**src/rtl/ctrl_decode_stage_pkg.sv**
```systemverilog
// Shared RV32 control definitions: opcodes, mux encodings, the registered
// control word layout and the decode-stage FSM states.
package ctrl_decode_stage_pkg;

    localparam logic [6:0] OP_LUI    = 7'b0110111;
    localparam logic [6:0] OP_AUIPC  = 7'b0010111;
    localparam logic [6:0] OP_JAL    = 7'b1101111;
    localparam logic [6:0] OP_JALR   = 7'b1100111;
    localparam logic [6:0] OP_BRANCH = 7'b1100011;
    localparam logic [6:0] OP_LOAD   = 7'b0000011;
    localparam logic [6:0] OP_STORE  = 7'b0100011;
    localparam logic [6:0] OP_IMM    = 7'b0010011;
    localparam logic [6:0] OP_REG    = 7'b0110011;
    localparam logic [6:0] OP_SWITCH = 7'b1111111;

    localparam logic [6:0] FUN7_MEXT = 7'b0000001;

    // Write-back result source
    localparam logic [1:0] RES_NONE = 2'd0;
    localparam logic [1:0] RES_IMM  = 2'd1;
    localparam logic [1:0] RES_ALU  = 2'd2;
    localparam logic [1:0] RES_LINK = 2'd3;

    // Immediate / wiring format selector
    localparam logic [2:0] WIRE_REG   = 3'd0;
    localparam logic [2:0] WIRE_JAL   = 3'd1;
    localparam logic [2:0] WIRE_STORE = 3'd2;
    localparam logic [2:0] WIRE_UPPER = 3'd3;
    localparam logic [2:0] WIRE_IMM   = 3'd4;

    typedef enum logic [1:0] {
        RUN,
        SW_REQ,
        SW_DONE
    } state_t;

    typedef struct packed {
        logic       d_mem_r;
        logic       d_mem_w;
        logic       jump;
        logic       branch;
        logic       wrten_reg;
        logic       mux_complmnt;
        logic       mux_d_mem;
        logic [1:0] mux_result;
        logic       mux_inp_2;
        logic       mux_inp_1;
        logic [2:0] mux_wire_module;
        logic [3:0] alu_op;
        logic       switch_cache_w;
        logic       illegal;
    } ctrl_word_t;

    localparam ctrl_word_t CTRL_SWITCH = '{switch_cache_w: 1'b1, default: '0};

endpackage

```
**src/rtl/ctrl_decode_comb.sv**
```systemverilog
// Pure combinational opcode decode into a control word; the switch opcode
// is flagged separately and decodes to an all-zero, legal word.
module ctrl_decode_comb
    import ctrl_decode_stage_pkg::*;
#(
    parameter int ENABLE_MEXT = 0
) (
    input  logic [6:0]  opcode,
    input  logic [2:0]  fun_3,
    input  logic [6:0]  fun_7,
    output ctrl_word_t  dec_word,
    output logic        is_switch
);

    always_comb begin
        dec_word  = '0;
        is_switch = 1'b0;
        case (opcode)
            OP_LUI: begin
                dec_word.wrten_reg       = 1'b1;
                dec_word.mux_d_mem       = 1'b1;
                dec_word.mux_result      = RES_IMM;
                dec_word.mux_wire_module = WIRE_UPPER;
            end
            OP_AUIPC: begin
                dec_word.wrten_reg       = 1'b1;
                dec_word.mux_d_mem       = 1'b1;
                dec_word.mux_result      = RES_ALU;
                dec_word.mux_inp_2       = 1'b1;
                dec_word.mux_inp_1       = 1'b1;
                dec_word.mux_wire_module = WIRE_UPPER;
            end
            OP_JAL: begin
                dec_word.jump            = 1'b1;
                dec_word.wrten_reg       = 1'b1;
                dec_word.mux_d_mem       = 1'b1;
                dec_word.mux_result      = RES_LINK;
                dec_word.mux_inp_2       = 1'b1;
                dec_word.mux_inp_1       = 1'b1;
                dec_word.mux_wire_module = WIRE_JAL;
            end
            OP_JALR: begin
                dec_word.jump            = 1'b1;
                dec_word.wrten_reg       = 1'b1;
                dec_word.mux_d_mem       = 1'b1;
                dec_word.mux_result      = RES_LINK;
                dec_word.mux_inp_2       = 1'b1;
                dec_word.mux_wire_module = WIRE_IMM;
            end
            OP_BRANCH: begin
                dec_word.branch       = 1'b1;
                dec_word.mux_complmnt = 1'b1;
            end
            OP_LOAD: begin
                dec_word.d_mem_r         = 1'b1;
                dec_word.wrten_reg       = 1'b1;
                dec_word.mux_result      = RES_ALU;
                dec_word.mux_inp_2       = 1'b1;
                dec_word.mux_wire_module = WIRE_IMM;
            end
            OP_STORE: begin
                dec_word.d_mem_w         = 1'b1;
                dec_word.mux_result      = RES_ALU;
                dec_word.mux_inp_2       = 1'b1;
                dec_word.mux_wire_module = WIRE_STORE;
            end
            OP_IMM: begin
                dec_word.wrten_reg       = 1'b1;
                dec_word.mux_d_mem       = 1'b1;
                dec_word.mux_result      = RES_ALU;
                dec_word.mux_inp_2       = 1'b1;
                dec_word.mux_wire_module = WIRE_IMM;
                dec_word.alu_op          = {1'b0, fun_3};
            end
            OP_REG: begin
                dec_word.wrten_reg    = 1'b1;
                dec_word.mux_d_mem    = 1'b1;
                dec_word.mux_result   = RES_ALU;
                dec_word.mux_complmnt = fun_7[5];
                dec_word.alu_op       = {1'b0, fun_3};
                // Multiply/divide group uses the extra alu_op bit, never complement
                if (ENABLE_MEXT != 0 && fun_7 == FUN7_MEXT) begin
                    dec_word.mux_complmnt = 1'b0;
                    dec_word.alu_op       = {1'b1, fun_3};
                end
            end
            OP_SWITCH: is_switch = 1'b1;
            default:   dec_word.illegal = 1'b1;
        endcase
    end

endmodule

```
**src/rtl/ctrl_decode_stage.sv**
```systemverilog
// Decode stage: valid/ready handshake around the opcode decoder, plus a
// small FSM that issues a cache-switch request with an ack timeout.
module ctrl_decode_stage
    import ctrl_decode_stage_pkg::*;
#(
    parameter  int ENABLE_MEXT = 0,
    parameter  int SW_ID_W     = 2,
    parameter  int SW_TIMEOUT  = 64,
    localparam int ALU_OP_W    = (ENABLE_MEXT != 0) ? 4 : 3
) (
    input  logic                clk,
    input  logic                rst_n,
    input  logic                in_valid,
    output logic                in_ready,
    input  logic [31:0]         instr,
    input  logic                flush,
    output logic                out_valid,
    input  logic                out_ready,
    output logic                d_mem_r,
    output logic                d_mem_w,
    output logic                jump,
    output logic                branch,
    output logic                wrten_reg,
    output logic                mux_complmnt,
    output logic                mux_d_mem,
    output logic                mux_inp_2,
    output logic                mux_inp_1,
    output logic                switch_cache_w,
    output logic                illegal,
    output logic [1:0]          mux_result,
    output logic [2:0]          mux_wire_module,
    output logic [ALU_OP_W-1:0] alu_op,
    output logic                cache_sw_req,
    output logic [SW_ID_W-1:0]  cache_sw_id,
    input  logic                cache_sw_ack,
    output logic                sw_error
);

    localparam int CNT_W = $clog2(SW_TIMEOUT + 1);

    state_t             state_reg;
    ctrl_word_t         ctrl_reg;
    ctrl_word_t         dec_word;
    logic               is_switch;
    logic               out_valid_reg;
    logic               sw_req_reg;
    logic               sw_error_reg;
    logic [SW_ID_W-1:0] sw_id_reg;
    logic [SW_ID_W-1:0] sw_id_next;
    logic [CNT_W-1:0]   cnt_reg;
    logic               accept;
    logic               unused_bits;

    ctrl_decode_comb #(
        .ENABLE_MEXT (ENABLE_MEXT)
    ) u_decode (
        .opcode    (instr[6:0]),
        .fun_3     (instr[14:12]),
        .fun_7     (instr[31:25]),
        .dec_word  (dec_word),
        .is_switch (is_switch)
    );

    for (genvar gi = 0; gi < SW_ID_W; gi++) begin : g_sw_id
        assign sw_id_next[gi] = instr[7 + gi];
    end

    assign in_ready = (state_reg == RUN) && !flush && (!out_valid_reg || out_ready);
    assign accept   = in_valid && in_ready;

    always_ff @(posedge clk or negedge rst_n) begin
        if (!rst_n) begin
            state_reg     <= RUN;
            ctrl_reg      <= '0;
            out_valid_reg <= 1'b0;
            sw_req_reg    <= 1'b0;
            sw_error_reg  <= 1'b0;
            sw_id_reg     <= '0;
            cnt_reg       <= '0;
        end else if (flush) begin
            state_reg     <= RUN;
            out_valid_reg <= 1'b0;
            sw_req_reg    <= 1'b0;
            cnt_reg       <= '0;
        end else begin
            case (state_reg)
                RUN: begin
                    if (out_valid_reg && out_ready)
                        out_valid_reg <= 1'b0;
                    if (accept) begin
                        if (is_switch) begin
                            sw_id_reg  <= sw_id_next;
                            cnt_reg    <= CNT_W'(SW_TIMEOUT);
                            sw_req_reg <= 1'b1;
                            state_reg  <= SW_REQ;
                        end else begin
                            ctrl_reg      <= dec_word;
                            out_valid_reg <= 1'b1;
                        end
                    end
                end
                SW_REQ: begin
                    if (out_valid_reg && out_ready)
                        out_valid_reg <= 1'b0;
                    // Ack wins over a timeout landing in the same cycle
                    if (cache_sw_ack) begin
                        sw_req_reg <= 1'b0;
                        cnt_reg    <= '0;
                        state_reg  <= SW_DONE;
                    end else if (cnt_reg <= CNT_W'(1)) begin
                        sw_req_reg   <= 1'b0;
                        sw_error_reg <= 1'b1;
                        cnt_reg      <= '0;
                        state_reg    <= RUN;
                    end else begin
                        cnt_reg <= cnt_reg - CNT_W'(1);
                    end
                end
                SW_DONE: begin
                    if (!out_valid_reg || out_ready) begin
                        ctrl_reg      <= CTRL_SWITCH;
                        out_valid_reg <= 1'b1;
                        state_reg     <= RUN;
                    end
                end
                default: state_reg <= RUN;
            endcase
        end
    end

    assign out_valid       = out_valid_reg;
    assign cache_sw_req    = sw_req_reg;
    assign cache_sw_id     = sw_id_reg;
    assign sw_error        = sw_error_reg;
    assign d_mem_r         = ctrl_reg.d_mem_r;
    assign d_mem_w         = ctrl_reg.d_mem_w;
    assign jump            = ctrl_reg.jump;
    assign branch          = ctrl_reg.branch;
    assign wrten_reg       = ctrl_reg.wrten_reg;
    assign mux_complmnt    = ctrl_reg.mux_complmnt;
    assign mux_d_mem       = ctrl_reg.mux_d_mem;
    assign mux_result      = ctrl_reg.mux_result;
    assign mux_inp_2       = ctrl_reg.mux_inp_2;
    assign mux_inp_1       = ctrl_reg.mux_inp_1;
    assign mux_wire_module = ctrl_reg.mux_wire_module;
    assign alu_op          = ctrl_reg.alu_op[ALU_OP_W-1:0];
    assign switch_cache_w  = ctrl_reg.switch_cache_w;
    assign illegal         = ctrl_reg.illegal;

    // Instruction fields outside the decoded ranges are intentionally ignored
    assign unused_bits = ^{instr, ctrl_reg.alu_op, dec_word.alu_op};

endmodule

```
**config.mk**
```make
export PLATFORM = sky130hd
export DESIGN_NAME = ctrl_decode_stage
export DESIGN_NICKNAME = d
export VERILOG_FILES = /design/src/rtl/ctrl_decode_stage_pkg.sv /design/src/rtl/ctrl_decode_comb.sv /design/src/rtl/ctrl_decode_stage.sv
export SDC_FILE = /design/constraint.sdc
export NUM_CORES = 1
export LEC_CHECK = 0
export BUFFER_PORTS_ARGS = -buffer_cell sky130_fd_sc_hd__buf_4
export CAP_MARGIN = 20
export CORE_MARGIN = 4
export CORE_UTILIZATION = 46
export CTS_CLUSTER_DIAMETER = 30
export DETAILED_ROUTE_END_ITERATION = 6
export HOLD_SLACK_MARGIN = 0.1
export PLACE_DENSITY = 0.75
export SLEW_MARGIN = 25
export SYNTH_ARGS = -nofsm -noshare
export SYNTH_HDL_FRONTEND = slang
export SYNTH_HIERARCHICAL = 1
export SYNTH_SLANG_ARGS = --single-unit
```
**constraint.sdc**
```tcl
create_clock -name clk -period 1.82 [get_ports clk]
set_input_delay 0.091 -clock clk [delete_from_list [all_inputs] [get_ports clk]]
set_output_delay 0.091 -clock clk [all_outputs]
set_load 0.02 [all_outputs]
```
# Word level (Yosys, flattened, before mapping)
# Index checks and enable logic that the tools add are counted.
# totals
output_inout_bits,25
inputBits,38
elab_cells,114
ff_bits,33
# classes
muxes,43
bitwise,2
addsub,1
n_reduce_logical,28
n_eq_ne,19
magnitude_cmp,1
# op_table
op,n
2-to-1 mux 20 bit,3
case mux 20 bit (2 select lines),1
2-to-1 mux 7 bit,5
== test 7 bit (second input constant),4
== test 7 x 6 -> 1 bit (second input constant),3
2-to-1 mux 1 bit,20
AND reduction 4 bit,4
== test 7 x 5 -> 1 bit (second input constant),2
case mux 7 bit (2 select lines),1
2-to-1 mux 2 bit,6
case mux 2 bit (3 select lines),2
case mux 3 bit (4 select lines),1
OR reduction 6 bit,2
OR reduction 10 bit,1
inequality test 3 bit (second input constant),3
OR reduction 2 bit,4
== test 7 x 2 -> 1 bit (second input constant),1
less-or-equal comparator 7 x 1 -> 1 bit (second input constant),1
OR reduction 7 bit,1
subtractor 7 x 1 -> 7 bit (second input constant),1
inequality test 2 bit (second input constant),3
AND reduction 5 bit,1
OR reduction 5 bit,1
logical AND 1 bit,4
other kinds (16),19

# Longest topological paths before layout
# Gate-level depths: netlist of the first run.
# depth
ltp_word,7
depth_mapped,9

# Modules after synthesis
# The synthesis of the first run kept the hierarchy.
# modules_own_cells
mod,instances,area_each_um2,cells_per_inst
ctrl_decode_stage,1,1697.9,173
ctrl_decode_comb,1,346.6,58

# Worst setup path after synthesis of the first run
# Ideal clock, no wire load.
# synth_timing
kind,reg2reg
from,reg state_reg[1]
to,reg ctrl_reg (netlist bit mux_inp_2)
setup_slack_ns,0.029
required_ns,1.684
t_arrival_ns,1.655
period_less_slack_ns,1.791
path_stages_with_launch,9
cell_sequence,dfrtp_1 > inv_1 > ha_1 > nand3b_1 > a221o_1 > buf_2 > clkbuf_1 > nand2_1 > o21ai_0
# synth_between
elab_chain_cells,6
elab_cells_between_ends,11
cone_classes,4 x eq/ne; 1 x mux; 6 x reduce/logical
# synth_lines
item,line_no,rtl
from (decl),ctrl_decode_stage.sv:41,state_t state_reg;
from (signal assigned),ctrl_decode_stage.sv:73,state_reg <= RUN;
from (signal assigned),ctrl_decode_stage.sv:81,state_reg <= RUN;
from (signal assigned),ctrl_decode_stage.sv:95,state_reg <= SW_REQ;
logical NOT 2 bit,"ctrl_decode_stage.sv:68, ctrl_decode_stage.sv:86",
logical AND 1 bit (2 in a row),ctrl_decode_stage.sv:68,assign in_ready = (state_reg == RUN) && !flush && (!out_valid_reg || out_ready);
logical AND 1 bit,ctrl_decode_stage.sv:69,assign accept = in_valid && in_ready;
inequality test 2 bit (no line),n/a,
AND reduction 5 bit (no line),n/a,
to (signal assigned),ctrl_decode_stage.sv:97,ctrl_reg <= dec_word;
to (decl),ctrl_decode_stage.sv:42,ctrl_word_t ctrl_reg;
# Several ways; a longest one is shown, not always the timed one.
# A chain may end at the register's enable or synchronous reset.

# Worst setup path in the final report of the first run
# layout_timing
from,reg cnt_reg[5]
to,reg cnt_reg[5]
# layout_between
elab_chain_cells,5
elab_cells_between_ends,6
cone_classes,1 x add/sub; 1 x order compare; 4 x mux
# layout_lines
item,line_no,rtl
from (decl),ctrl_decode_stage.sv:50,logic [CNT_W-1:0] cnt_reg;
from (signal assigned),ctrl_decode_stage.sv:93,cnt_reg <= CNT_W'(SW_TIMEOUT);
from (signal assigned),ctrl_decode_stage.sv:116,cnt_reg <= cnt_reg - CNT_W'(1);
subtractor 7 x 1 -> 7 bit or less-or-equal comparator 7 x 1 -> 1 bit (tied branches),"ctrl_decode_stage.sv:116, ctrl_decode_stage.sv:110",
2-to-1 mux 7 bit *,ctrl_decode_stage.sv:110,end else if (cnt_reg <= CNT_W'(1)) begin
2-to-1 mux 7 bit *,ctrl_decode_stage.sv:106,if (cache_sw_ack) begin
case mux 7 bit (2 select lines) *,ctrl_decode_stage.sv:86,case (state_reg)
2-to-1 mux 7 bit *,ctrl_decode_stage.sv:80,end else if (flush) begin
# Every way passes the cells marked *; elsewhere a longest branch is shown, timed or not.

==> summary.md, run 1 <==
| Metric | Value |
|---|---|
| Run status | `finished clean` |
| Global placer's final weighted congestion | `0.830` |
| Detail-routed net length per standard cell | `13.9 um` |
| Startpoint of the most critical register-to-register path | `cnt_reg[5]` |
| Crit-path max cell delay | `550 ps` |
| Share of post-route cells with drive strength above 1 | `32.0%` |
| Final number of setup-violating endpoints | `0` |
| Endpoint of the worst hold path | `state_reg[1]` |
| CP Buf/Inv Count | `1` |
| Net switching power of the design | `425 uW` |
| Fmax | `575 MHz` |
| Footprint of the multi-input gates | `1130 sq um` |
| Clk slew on worst S/H paths | `70 ps` |
| Effective utilization at floorplan | `49.2%` |
| Max Buffers Root-to-Sink | `2` |
| Die area | `5560 sq um` |
| Worst reg-to-reg setup slack | `80 ps` |
| Combinational share of power | `14.3%` |
| Maximum vdd drop | `0.366 mV` |
| Critical path data arrival time | `1920 ps` |
| Flip-flop count of the largest register, all copies and words added | `7` |
| Final count of pins violating max slew | `0` |
| Kind of launch point of the worst setup path | `flop` |
| IO buf count | `43` |
| Critical path cell sequence | `or4_4 > o31a_1 > buf_4 > a21oi_2 > o22ai_1` |
| Sum of net half-perimeters after detailed placement | `3.20 mm` |
| Area of the core | `4140 sq um` |
| Reported leakage power | `1.23 nW` |
| Largest net degree at the start of global routing | `39` |
| Start point of the worst min-delay path | `cache_sw_ack` |
| Antenna Cells | `0` |
| Sequential cell area in the final layout | `826 sq um` |
| Number of clock sinks seen by CTS | `33` |
| Sequential fraction of design power | `44.5%` |
| TritonCTS clock tree | `yes` |
| Cell with the largest stage delay on the worst path | `sky130_fd_sc_hd__or4_4` |
| P_int | `1.31 mW` |
| Master cell of the clock root buffer | `sky130_fd_sc_hd__clkbuf_8` |
| Clock insertion delay at the later pin of the skew report | `290 ps` |
| Number of vias after detailed routing | `1,847` |
| Yosys warns | `6` |
| Row count | `23` |
| Detailed Route WL | `4.75 mm` |
| Detail Route Antenna Nets | `0` |
| Fillers | `373` |
| Post-route fraction of the period consumed by the critical path | `95.5%` |
| Io pins | `63` |
| Switching power as a share of total power | `24.5%` |
| Detailed-route vias per instance | `5.42` |
| Maximum net fanout on the critical path | `5` |
| Kind of end point of the critical path | `flop` |
| Clock network fraction of design power | `41.2%` |
| Hold Path Stages | `3` |
| Post-Synthesis Net Count | `273` |
| Number of nets in the layout | `333` |
| Post-Synthesis Mean Instance Area | `8.86 sq um` |
| Gate Count Post-Synth | `230` |
| Family with the most delay on the worst path | `simple AND/OR/NAND/NOR gates` |
| RSZ-0062 raised after global routing | `true` |
| Worst hold margin | `138 ps` |
| Horizontal die dimension | `74.5 um` |
| Reg-to-reg endpoint | `cnt_reg[5]` |
| R2R depth | `5` |
| Layout Skew | `11.0 ps` |
| H-Tree Level Count | `2` |
| Die Height | `74.5 um` |
| Final global-route overflow total | `0` |
| Number of detailed-route iterations in the first pass | `4` |
| Tightest Hold Check Type | `in -> reg` |
| Iteration-0 DRC Markers | `66` |
| Synthesis-to-finish area growth | `31.9%` |
| Power Density | `646 nW/um^2` |
| Shortest clock period the worst path allows after layout | `1740 ps` |
| WS Path Type | `reg -> reg` |
| Total CTS buffers | `5` |
| Residual DRC | `0` |
| Antenna violations before repair | `0` |
| Total power draw | `1.74 mW` |
| Data required time of the critical path | `2000 ps` |
| Post-synthesis instance area | `2040 sq um` |
| Hold violation total from the final report | `0` |
| MaxCap Viol Count | `0` |
| Global-route wire length before repair | `8.07 mm` |
| Overall routing resource usage | `18.9%` |
| Vias in the first global route | `1,769` |
-- stage by stage --
step                      cell area (sq um)  setup WS, ps  util [%]  TNS (ps)  instances
after CTS                              2660          7.33      64.1         0        340
after global placement                 2470          19.7      59.6         0        325
after floorplan                        2040          28.8         -         0        230
after detailed placement               2470         -49.5      59.6      -102        325
final                                  2690          81.9      64.9         0        341
after global routing                   2690         -51.4      64.9      -114        341
-- routing by layer --
layer / routed length [um] / global-route usage (%) / vias up / share of wire, %
met5: 0 / 0 / - / 0
met4: 60 / 6.92 / 0 / 1.3
met3: 292 / 5.41 / 7 / 6.1
met2: 2280 / 30.3 / 53 / 48
met1: 2120 / 24.3 / 857 / 45
li1: - / - / 930 / -
-- repair_timing --
| item | in CTS | in global routing |
|---|---|---|
| resized for setup | 1 | 7 |
| pin swaps | 0 | 4 |
| hold buffers | 4 | 0 |
| endpoints found under the setup margin | 6 | 21 |
| setup buffers | 2 | 1 |
| hold endpoints to repair | 36 | 0 |
| gates cloned | 1 | 0 |
-- cells in the final DEF (no fill, tap or decap), types with 2 or more instances in the layout --
master and n:
sky130_fd_sc_hd__dlygate4sd3_1 4, sky130_fd_sc_hd__clkbuf_8 6, sky130_fd_sc_hd__o22ai_1 2, sky130_fd_sc_hd__nand2_1 30, sky130_fd_sc_hd__nor2b_1 2, sky130_fd_sc_hd__a21oi_1 11
sky130_fd_sc_hd__nor3_1 3, sky130_fd_sc_hd__nor4_1 2, sky130_fd_sc_hd__dfrtp_1 33, sky130_fd_sc_hd__and4bb_2 2, sky130_fd_sc_hd__nor2_1 11, sky130_fd_sc_hd__ha_1 3
sky130_fd_sc_hd__nand3_1 3, sky130_fd_sc_hd__o21ba_2 2, sky130_fd_sc_hd__o21ai_0 27, sky130_fd_sc_hd__and3b_1 2, sky130_fd_sc_hd__and2_1 4, sky130_fd_sc_hd__buf_4 61
sky130_fd_sc_hd__o31ai_1 3, sky130_fd_sc_hd__nand2b_1 21, sky130_fd_sc_hd__a21o_1 3, sky130_fd_sc_hd__o31a_1 3, sky130_fd_sc_hd__a21oi_2 2, sky130_fd_sc_hd__mux2_2 4
sky130_fd_sc_hd__ha_2 2, sky130_fd_sc_hd__nand4_1 4, sky130_fd_sc_hd__inv_1 9, sky130_fd_sc_hd__nand3b_1 3, sky130_fd_sc_hd__a22o_2 2
-- how the worst max path moves through the flow --
| stage | startpoint | end | slack [ps] | cells after the start |
|---|---|---|---|---|
| global placement | cnt_reg[3] | state_reg[1] | 20 | 5 |
| global route | state_reg[1] | mux_result[0] | -50 | 6 |
| finish | cnt_reg[5] | cnt_reg[5] | 80 | 5 |
| CTS | cnt_reg[3] | state_reg[1] | 7 | 5 |
| floorplan | state_reg[1] | mux_inp_2 | 30 | 8 |
| detailed placement | state_reg[1] | cnt_reg[3] | -50 | 6 |
-- worst register-to-register path, stage by stage (launching register included) --
cell and delay (ps):
sky130_fd_sc_hd__dfrtp_1 380, sky130_fd_sc_hd__or4_4 550, sky130_fd_sc_hd__o31a_1 340, sky130_fd_sc_hd__buf_4 170, sky130_fd_sc_hd__a21oi_2 110, sky130_fd_sc_hd__o22ai_1 80
-- area by class of cell --
type                    count  area share, %
clock buffers               7           3.21
clock inverters             1           1.12
inverters                   9           1.26
multi-input cells         175           42.1
flip-flops and latches     33           30.7
well taps                  50           2.33
repair buffers             66           19.3
-- power groups by stage --
stage                     Clock (mW)  Sequential, mW  Combinational, mW
after floorplan                    0           0.811              0.106
after global placement             0           0.786              0.234
after detailed placement           0           0.786              0.239
after CTS                      0.734           0.773              0.248
after global routing           0.771           0.777              0.274
final                          0.714           0.773              0.248
Power figures use the tool's default switching activity.
==> run 2: changes to the inputs <==
--- a/config.mk
+++ b/config.mk
@@ -7,9 +7,8 @@
 export LEC_CHECK = 0
 export BUFFER_PORTS_ARGS = -buffer_cell sky130_fd_sc_hd__buf_4
 export CAP_MARGIN = 20
-export CORE_MARGIN = 4
+export CORE_MARGIN = 2
 export CORE_UTILIZATION = 46
-export CTS_CLUSTER_DIAMETER = 30
 export DETAILED_ROUTE_END_ITERATION = 6
 export HOLD_SLACK_MARGIN = 0.1
 export PLACE_DENSITY = 0.75
==> run 2 against run 1 <==
- non-clock buffer count decreased by 5
- design area down 1.9%
- via count decreased by 0.38%
- clock power about the same
- sequential cell count is the same
- total power is 0.22% lower
- largest cell class unchanged
- sequential power barely moved
==> summary.md, run 2 (synthesis gave the netlist of run 1 again) <==
| Metric | Value |
|---|---|
| Run status | `finished clean` |
| Layout Skew | `10.1 ps (-0.918 ps)` |
| Data required time of the critical path | `2000 ps (about the same)` |
| Most common library cell in the layout ignoring fill and taps | `sky130_fd_sc_hd__buf_4` |
| Cell with the largest stage delay on the worst path | `sky130_fd_sc_hd__or4_4` |
| Detail Route Antenna Nets | `0 (unchanged)` |
| Critical path data arrival time | `1960 ps (+40 ps)` |
| Residual DRC | `0 (unchanged)` |
| MaxCap Viol Count | `0 (unchanged)` |
| Share of post-route cells with drive strength above 1 | `29.7% (-2.2 points)` |
| Overall routing resource usage | `18.6% (-0.29 points)` |
| IO buf count | `43 (unchanged)` |
| R2R depth | `4 (-1)` |
| Sequential cell area in the final layout | `826 sq um (unchanged)` |
| Number of vias after detailed routing | `1,840 (-0.38%)` |
| Sum of net half-perimeters after detailed placement | `3.13 mm (-2.4%)` |
| Maximum vdd drop | `0.502 mV (+37%)` |
| Antenna Cells | `0 (unchanged)` |
| Max Buffers Root-to-Sink | `2 (unchanged)` |
| Kind of launch point of the worst setup path | `flop` |
| Critical path cell sequence | `or4_4 > o31a_1 > buf_4 > a22o_2` |
| Effective utilization at floorplan | `47.1% (-2.0 points)` |
| Hold Path Stages | `3 (unchanged)` |
| Clock network fraction of design power | `41.3% (about the same)` |
| Shortest clock period the worst path allows after layout | `1780 ps (+43.4 ps)` |
| Global-route wire length before repair | `7.42 mm (-8.0%)` |
| Global placer's final weighted congestion | `0.820 (-1.2%)` |
| Horizontal die dimension | `70.5 um (-5.4%)` |
| Top library cells by usage in the layout, fill and taps aside | `sky130_fd_sc_hd__buf_4, sky130_fd_sc_hd__dfrtp_1, sky130_fd_sc_hd__nand2_1, sky130_fd_sc_hd__o21ai_0, sky130_fd_sc_hd__nand2b_1` |
| Footprint of the multi-input gates | `1110 sq um (-1.4%)` |
| Number of detailed-route iterations in the first pass | `4 (unchanged)` |
| Largest net degree at the start of global routing | `39 (unchanged)` |
| Final global-route overflow total | `0 (unchanged)` |
| P_int | `1.31 mW (about the same)` |
| Switching power as a share of total power | `24.3% (-0.14 points)` |
| Crit-path max cell delay | `560 ps (about the same)` |
| WS Path Type | `reg -> reg` |
| Synthesis-to-finish area growth | `29.4%` |
| Post-route fraction of the period consumed by the critical path | `97.9% (+2.4 points)` |
| Final count of pins violating max slew | `0 (unchanged)` |
| Maximum net fanout on the critical path | `5 (unchanged)` |
| Fillers | `414 (+11%)` |
| Total CTS buffers | `5 (unchanged)` |
| H-Tree Level Count | `2 (unchanged)` |
| Clk slew on worst S/H paths | `70 ps (about the same)` |
| Reported leakage power | `1.21 nW (-2.3%)` |
| TritonCTS clock tree | `yes` |
| Clock insertion delay at the later pin of the skew report | `290 ps (about the same)` |
| Final number of setup-violating endpoints | `0 (unchanged)` |
| Total Neg Setup Slack | `0 ps (unchanged)` |
| Power Density | `657 nW/um^2 (+1.7%)` |
| Sequential fraction of design power | `44.7% (+0.2 points)` |
| Combinational share of power | `14.1% (-0.2 points)` |
| Iteration-0 DRC Markers | `107 (+62%)` |
| Die Height | `70.5 um (-5.4%)` |
| Die area | `4980 sq um (-10%)` |
| Detail-routed net length per standard cell | `12.9 um (-7.4%)` |
| Detailed Route WL | `4.36 mm (-8.3%)` |
| Master cell of the clock root buffer | `sky130_fd_sc_hd__clkbuf_8` |
| Number of nets in the layout | `328 (-1.5%)` |
| Flip-flop count of the largest register, all copies and words added | `7 (unchanged)` |
| Number of clock sinks seen by CTS | `33 (unchanged)` |
| Io pins | `63 (unchanged)` |
| Vias in the first global route | `1,660 (-6.2%)` |
| Detailed-route vias per instance | `5.44 (+0.51%)` |
| Hold violation total from the final report | `0 (unchanged)` |
| Antenna violations before repair | `0 (unchanged)` |
| Net switching power of the design | `421 uW (-0.78%)` |
| Tightest Hold Check Type | `in -> reg` |
| Area of the core | `4320 sq um (+4.3%)` |
| Row count | `24 (+4.3%)` |
| Worst hold margin | `164 ps (+26.3 ps)` |
| Fmax | `561 MHz (-2.4%)` |
| Kind of end point of the critical path | `flop` |
## run 2: changes by cell type in the layout (fill, tap and decap cells not counted), sizes merged
| cell | previous run | this run |
|---|---|---|
| buf | 62 | 57 |
## run 2: what timing repair did
action / in CTS / in global routing
gates cloned: 1 / 0
resized for setup: 0 / 4
endpoints found under the hold margin: 36 / 0
setup endpoints to repair: 3 / 23
buffers inserted: 0 / 0
hold buffers: 4 / 0
## run 2: final cells by class
type	instances	area share, %
inverters	9	1.28
multi-input cells	175	42.3
repair buffers	61	18.2
clock buffers	7	3.27
well taps	52	2.47
clock inverters	1	1.14
flip-flops and latches	33	31.3
## run 2: metal layers
layer | wire, um | share of wire (%) | global-route usage, %
met5 | 0 | 0 | 0
met4 | 64 | 1.5 | 6.92
met3 | 247 | 5.7 | 4.99
met2 | 2110 | 49 | 29.7
met1 | 1930 | 44 | 24.6
## run 2: worst paths after layout
check                              from              to  slack, ps
setup reg to reg             cnt_reg[3]      cnt_reg[4]         40
min in group asynchronous         rst_n      cnt_reg[3]        280
hold / removal             cache_sw_ack    state_reg[1]        160
setup / recovery             cnt_reg[3]      cnt_reg[4]         40
hold reg to reg                sw_error        sw_error        460
max in group asynchronous         rst_n  cache_sw_id[0]       1240
## run 2: power groups by stage
stage,sequential (mW),clock [mW],combinational (mW)
global route,0.777,0.755,0.268
floorplan,0.811,0,0.106
global placement,0.787,0,0.233
CTS,0.774,0.730,0.245
detailed placement,0.787,0,0.237
finish,0.774,0.715,0.244
## run 2: stage by stage
step | worst slack [ps] | total power, mW | instances | util [%] | cell area [sq um]
floorplan | 28.8 | 0.918 | 230 | - | 2040
global placement | 21.8 | 1.02 | 325 | 56.8 | 2460
detailed placement | -14.2 | 1.02 | 325 | 56.8 | 2460
CTS | 28.7 | 1.75 | 338 | 60.6 | 2620
global route | -0.801 | 1.80 | 338 | 61.0 | 2640
finish | 38.5 | 1.73 | 338 | 61.0 | 2640
## run 2: worst max-delay path, delay by kind of cell, from the launching register on
family	cells	cell delay, ps
flip-flops	1	380
AO/OA/AOI/OAI	2	570
buffers and inverters	1	170
AND/OR/NAND/NOR	1	560
